[src/rtl/fir_result_reader.sv]
// Read-side companion to the FIR write path: fetches sample_count bytes from BRAM
// starting at base_addr, streams them on valid/ready and sums them into a checksum.
module fir_result_reader #(
   parameter int unsigned ADDR_WIDTH = 10,
   parameter int unsigned DATA_WIDTH = 8,
   parameter int unsigned SUM_WIDTH  = 16
) (
   input  logic                  clk,
   input  logic                  rst,
   input  logic                  start,
   input  logic [ADDR_WIDTH-1:0] base_addr,
   input  logic [ADDR_WIDTH-1:0] sample_count,
   output logic [ADDR_WIDTH-1:0] mem_addr,
   output logic                  mem_en,
   input  logic [DATA_WIDTH-1:0] mem_data,
   output logic [DATA_WIDTH-1:0] out_data,
   output logic                  out_valid,
   input  logic                  out_ready,
   output logic                  busy,
   output logic                  done,
   output logic [ADDR_WIDTH-1:0] read_count,
   output logic [SUM_WIDTH-1:0]  checksum
);

   localparam logic [2:0] S_IDLE    = 3'd0;
   localparam logic [2:0] S_FETCH   = 3'd1;
   localparam logic [2:0] S_WAIT    = 3'd2;
   localparam logic [2:0] S_PRESENT = 3'd3;
   localparam logic [2:0] S_FINISH  = 3'd4;

   logic [2:0]            state_q, state_d;
   logic [ADDR_WIDTH-1:0] addr_q,  addr_d;
   logic [ADDR_WIDTH-1:0] count_q, count_d;
   logic [ADDR_WIDTH-1:0] rcnt_q,  rcnt_d;
   logic [SUM_WIDTH-1:0]  sum_q,   sum_d;
   logic [DATA_WIDTH-1:0] data_q,  data_d;

   always_comb begin
      state_d = state_q;
      addr_d  = addr_q;
      count_d = count_q;
      rcnt_d  = rcnt_q;
      sum_d   = sum_q;
      data_d  = data_q;
      case (state_q)
         S_IDLE: begin
            if (start) begin
               addr_d  = base_addr;
               count_d = sample_count;
               rcnt_d  = '0;
               sum_d   = '0;
               state_d = (sample_count == '0) ? S_FINISH : S_FETCH;
            end
         end
         S_FETCH:   state_d = S_WAIT;
         S_WAIT: begin
            data_d  = mem_data;
            state_d = S_PRESENT;
         end
         S_PRESENT: begin
            // Address and counters advance only on an accepted transfer.
            if (out_ready) begin
               sum_d   = sum_q + SUM_WIDTH'(data_q);
               rcnt_d  = rcnt_q + 1'b1;
               addr_d  = addr_q + 1'b1;
               state_d = (rcnt_q + 1'b1 == count_q) ? S_FINISH : S_FETCH;
            end
         end
         S_FINISH:  state_d = S_IDLE;
         default:   state_d = S_IDLE;
      endcase
   end

   always_ff @(posedge clk or posedge rst) begin
      if (rst) begin
         state_q <= S_IDLE;
         addr_q  <= '0;
         count_q <= '0;
         rcnt_q  <= '0;
         sum_q   <= '0;
         data_q  <= '0;
      end else begin
         state_q <= state_d;
         addr_q  <= addr_d;
         count_q <= count_d;
         rcnt_q  <= rcnt_d;
         sum_q   <= sum_d;
         data_q  <= data_d;
      end
   end

   assign mem_addr   = addr_q;
   assign mem_en     = (state_q == S_FETCH);
   assign out_data   = data_q;
   assign out_valid  = (state_q == S_PRESENT);
   assign busy       = (state_q != S_IDLE);
   assign done       = (state_q == S_FINISH);
   assign read_count = rcnt_q;
   assign checksum   = sum_q;

endmodule

[config.mk]
export PLATFORM = sky130hd
export DESIGN_NAME = fir_result_reader
export DESIGN_NICKNAME = d
export VERILOG_FILES = /design/src/rtl/fir_result_reader.sv
export SDC_FILE = /design/constraint.sdc
export NUM_CORES = 1
export LEC_CHECK = 0
export CAP_MARGIN = 20
export CORE_ASPECT_RATIO = 1.25
export CORE_MARGIN = 8
export CORE_UTILIZATION = 47
export CTS_BUF_LIST = sky130_fd_sc_hd__clkbuf_4 sky130_fd_sc_hd__clkbuf_8
export CTS_CLUSTER_SIZE = 16
export DETAILED_ROUTE_END_ITERATION = 10
export GPL_ROUTABILITY_DRIVEN = 0
export GPL_TIMING_DRIVEN = 0
export HOLD_SLACK_MARGIN = 0.06
export MAX_ROUTING_LAYER = met4
export PLACE_DENSITY = 0.79
export SYNTH_ARGS = -nofsm -noshare
export SYNTH_HDL_FRONTEND = slang
export SYNTH_SLANG_ARGS = --single-unit
[constraint.sdc]
create_clock -name clk -period 2.6 [get_ports clk]
set_clock_uncertainty 0.2 [all_clocks]
set_input_delay 0.26 -clock clk [delete_from_list [all_inputs] [get_ports clk]]
set_output_delay 0.26 -clock clk [all_outputs]
set_load 0.01 [all_outputs]
=== After elaboration in Yosys (flattened, before gate mapping) ===
Index checks and enable logic that the tools add are counted.
Widths: inputs -> output; s select.

* Register bits: 57
* Latch bits: 0
* RAM bits: 0
* Memory bits (read-only): 0
* Input bits: 32
* Output and inout bits: 48
* Logic and storage cells: 37
* Memories kept: 0

* Add/sub/neg operators: 3
* Multiply operators: 0
* Div/mod/pow operators: 0
* $lt $le $gt $ge: 0
* Eq/ne operators: 7
* Shifts and indexed selects: 0
* Multiplexer cells: 14
* Bitwise gates (word level): 0
* Reduce and logical (&&, ||, !) cells: 7

{| class="wikitable"
|+ Operators by type and width
! operator !! number
|-
| $mux 10 || 4
|-
| $pmux 10 s2 || 2
|-
| $mux 16 || 2
|-
| $pmux 16 s2 || 1
|-
| $add 10x1->10 const B || 2
|-
| $add 16x8->16 || 1
|-
| $mux 3 || 4
|-
| $pmux 3 s4 || 1
|-
| $eq 10x10->1 || 1
|-
| $logic_not 10->1 || 1
|-
| $eq 3x2->1 const B || 2
|-
| $reduce_and 2->1 || 2
|-
| $eq 3x1->1 const B || 1
|-
| $eq 3x3->1 const B || 1
|-
| $logic_not 3->1 || 1
|-
| $reduce_and 3->1 || 1
|-
| $reduce_bool 3->1 || 1
|-
| $ne 2x1->1 const B || 1
|-
| $ne 2x2->1 const B || 1
|-
| $reduce_bool 2->1 || 1
|}

=== Depth between registers and ports, before layout ===
* Depth in word-level cells: 5
* Gate-level depth with buffers: 7
* Depth with buffers taken out: 7

=== Least setup slack after synthesis ===
OpenSTA, ideal clock, no wires.

* Kind: register to register
* Start: register rcnt_q[0] (netlist: read_count[0])
* End: register state_q[2]
* Setup time: 0.092 ns
* Arrival time: 2.231 ns
* Required time: 2.308 ns
* Slack: 0.077 ns
* Stages on the path, launching flop included: 8
* Buffers on the path: 1
* Period minus slack after synthesis: 2.523 ns
* Cell sequence: dfrtp_1 ha_1 and3_1 buf_6 xnor2_1 or4_1 or3_1 o31ai_2

* Word-level cells in the longest chain between the ends: 5

{| class="wikitable"
|+ Ends and longest elaborated chain
! item !! RTL line !! RTL
|-
| from (decl) || 34 || <nowiki>logic [ADDR_WIDTH-1:0] rcnt_q, rcnt_d;</nowiki>
|-
| from (signal assigned) || 86 || <nowiki>rcnt_q <= rcnt_d;</nowiki>
|-
| $add 10x1->10 || 66 || <nowiki>state_d = (rcnt_q + 1'b1 == count_q) ? S_FINISH : S_FETCH;</nowiki>
|-
| $eq 10x10->1 || 66 ||
|-
| $mux 3 || 66 ||
|-
| $mux 3 || 62 || <nowiki>if (out_ready) begin</nowiki>
|-
| $pmux 3 s4 || 45 || <nowiki>case (state_q)</nowiki>
|-
| to (signal assigned) || 83 || <nowiki>state_q <= state_d;</nowiki>
|-
| to (decl) || 31 || <nowiki>logic [2:0] state_q, state_d;</nowiki>
|}

Every way passes these cells. The select of a mux whose other input is x is not followed.
A chain may end at the register's enable or synchronous reset.

=== Worst setup path after layout ===
Ends and elaborated chain as after synthesis.

==> flow_summary.toml <==
[outcome]
status = "finished, final reports clean"

[logic_synthesis]
ys_ff_latch = 57
synth.distinct_cells = 54
synth_area_per_cell_um2 = 8.99
netlist_instances = 373
synthesis.area_um2 = 3350
synth-seq-area-share_pct = 42.5
syn-num-nets = 416
synthArstFlopShare_pct = 100
synth_edf_count = 0
synth_warnings = 0
synth_ff_type = "dfrtp_1"

[timing]
period_needed_ns = 2.54
slew_violations = 0
tightest_slew_ns = 0.668
fin_ws_ns = 0.0552
setup_viol = 0
whs_ns = 0.282
rsz0062_at_grt = "no"
finalCritPeriodShare_pct = 97.9
max_freq_mhz = 393
maxSlewHeadroom_pct = 55.3
hold_viol = 0

[final_layout]
antenna_cells = 0
layout.nets = 513
drive_gt1_share_pct = 10.5
area_growth_pct = 36.9

[die]
core_area_um2 = 6930
core.rowCount = 34
dieArea_um2 = 10100
initial_core_util_pct = 48.4
die_width_um = 91.6
ios = 80
die_h_um = 110

[global_route]
grt_max_degree = 42
grt_overflow = 0
grt_pass1_wl_um = 15600
grt_pass1_vias = 3201
track_usage_pct = 19.3
antenna_found_initial = 0

[placed_design]
io_buffers = 79
post-place-ws_ns = -0.107
dpl.hpwl_um = 6900

[drt]
drc = 0
drt_wl_total_um = 9390
wl_per_cell_um = 16.6
drt_first_pass_iters = 5
dr.first_iter.drc_count = 197
dr_total_vias = 3258
ant_nets = 0
avgViaCountPerCell = 5.77

[power]
ir_worst_vdd_mv = 0.956
p_switching_mw = 2.17
p_leak_nw = 1.87
combPwrFrac_pct = 52.9
power_frac_seq_pct = 29.1
power.share.switching_pct = 40.8
power_density_nw_per_um2 = 1160
p_total_mw = 5.32
internal_power_mw = 3.15
clkPwrFrac_pct = 18.0

[worst_setup_path]
critPathMaxFanout = 7
worst_setup_path_start_kind = "register"
worstPathRequired_ns = 2.64
cp-end-kind = "register"
arrival_ns = 2.58
criticalPathCategory = "register to register"

[cts]
cts_buffers = 9
clk_pin_slew_ns = 0.07
clock-sinks = 57
root_buffer = "clkbuf_8"
cts_tree = "done"
clk_latency_ns = 0.34
h-tree-depth = 3
cts_buffer_depth = 2

[flow_run]
max_cap_violations = 0

[min_path]
min_path_type = "input pin to register"
layer usage:
layer	wire length (um)	GRT usage (%)	vias to the layer above	share of wire, %
met1	3880	21.6	1576	41
li1	-	-	1559	-
met5	0	-	-	0
met4	232	8.21	0	2.5
met3	372	3.52	19	4.0
met2	4910	32.5	104	52
registers in the layout (all words and copies together) (netlist names):
name        flops
read_count     10
state_q         3
out_data        8
count_q        10
mem_addr       10
checksum       16
cell families (layout without fill, tap and decap cells):
logic type                 count (synthesis)  after routing  synth area share [%]
muxes                                     16             16                  5.07
adders and majority gates                 11             11                  4.33
buffers and inverters                     26            128                  3.36
AOI/OAI and AO/OA                        104            104                  19.1
DFF                                       57             57                  42.5
xor gates and xnor gates                  16             16                  4.18
and+or+nand+nor                          143            143                  21.4
power groups by stage:
stage	Clock, mW	Sequential, mW	Combinational, mW
detailed placement	0	1.56	2.63
global placement	0	1.54	2.53
CTS	0.975	1.54	2.74
global route	1.01	1.59	3.08
finish	0.956	1.55	2.82
floorplan	0	1.59	1.55
worst max-delay path, stage by stage, from the launching register on:
cell and delay, ns:
dfrtp_2 0.42, ha_2 0.22, and3_1 0.16, buf_6 0.13, xnor2_1 0.13, or4_1 0.54, or3_1 0.40, o31ai_2 0.23
metrics by stage:
stage,instances,setup TNS (ns),cell area [um2],util [%]
2_1_floorplan,373,0,3350,-
3_3_place_gp,542,-17.58,4260,61.4
3_5_place_dp,543,-1.07,4280,61.7
4_1_cts,561,0,4550,65.6
5_1_grt,565,0,4590,66.2
6_report,565,0,4590,66.2
final cells by class:
| cell class | count | area [um2] |
|---|---|---|
| Fill cell | 553 | 2340 |
| Multi-Input combinational cell | 290 | 1840 |
| Sequential cell | 57 | 1430 |
| Timing Repair Buffer | 87 | 866 |
| Clock buffer | 11 | 151 |
| Tap cell | 90 | 113 |
| Buffer | 21 | 96.3 |
| Clock inverter | 5 | 77.6 |
| Inverter | 4 | 18.8 |
worst paths after layout:
kind / start / to / slack [ns] / cells past startpoint
min: sample_count[0] / count_q[0] / 0.28 / 3
max in group asynchronous: rst / read_count[8] / 1.03 / 4
min reg2reg: count_q[0] / count_q[0] / 0.31 / 2
min in group asynchronous: rst / checksum[1] / 0.61 / 3
max reg2reg: read_count[0] / state_q[2] / 0.06 / 7
max: read_count[0] / state_q[2] / 0.06 / 7
layout by cell type (no fill, tap or decap), drive strengths merged, types with 5 or more instances in the layout:
master         instances
o31ai                  7
nor2                  18
mux2                   8
clkdlybuf4s50         79
clkbuf                29
nand2                 60
nand4                  7
a21oi                 17
nand3                 14
xor2                   6
dfrtp                 57
xnor2                 10
o21ai                 43
a31oi                  8
nor3b                  5
and3                   6
buf                   10
mux2i                  8
ha                    10
cell usage after synthesis, drive strengths merged (2+ instances only):
cell type / number / area (um2)
nand2: 60 / 225
dfrtp: 57 / 1430
o21ai: 43 / 215
clkbuf: 19 / 71.3
nor2: 18 / 67.6
a21oi: 17 / 85.1
nand3: 14 / 70.1
ha: 10 / 125
xnor2: 10 / 87.6
a31oi: 8 / 50.1
mux2: 8 / 90.1
mux2i: 8 / 80.1
nand4: 7 / 43.8
o31ai: 7 / 57.6
and3: 6 / 37.5
xor2: 6 / 52.6
nor3b: 5 / 42.5
a211oi: 4 / 30.0
inv: 4 / 15.0
nand2b: 4 / 25.0
nor4: 4 / 25.0
or4: 4 / 30.0
a21boi: 3 / 22.5
a21o: 3 / 22.5
a22o: 3 / 26.3
and4: 3 / 26.3
buf: 3 / 26.3
nor2b: 3 / 18.8
nor3: 3 / 15.0
o21bai: 3 / 22.5
and2: 2 / 12.5
nand3b: 2 / 15.0
nand4b: 2 / 17.5
nor4b: 2 / 17.5
or3: 2 / 12.5
timing repair:
item / CTS / global route
gates resized for setup: 5 / 9
setup buffers: 2 / 4
pin swaps: 1 / 2
hold endpoints to repair: 16 / 0
hold buffers: 1 / 0
gates cloned: 0 / 0
endpoints found under the setup margin: 7 / 29
Power figures use the tool's default switching activity.
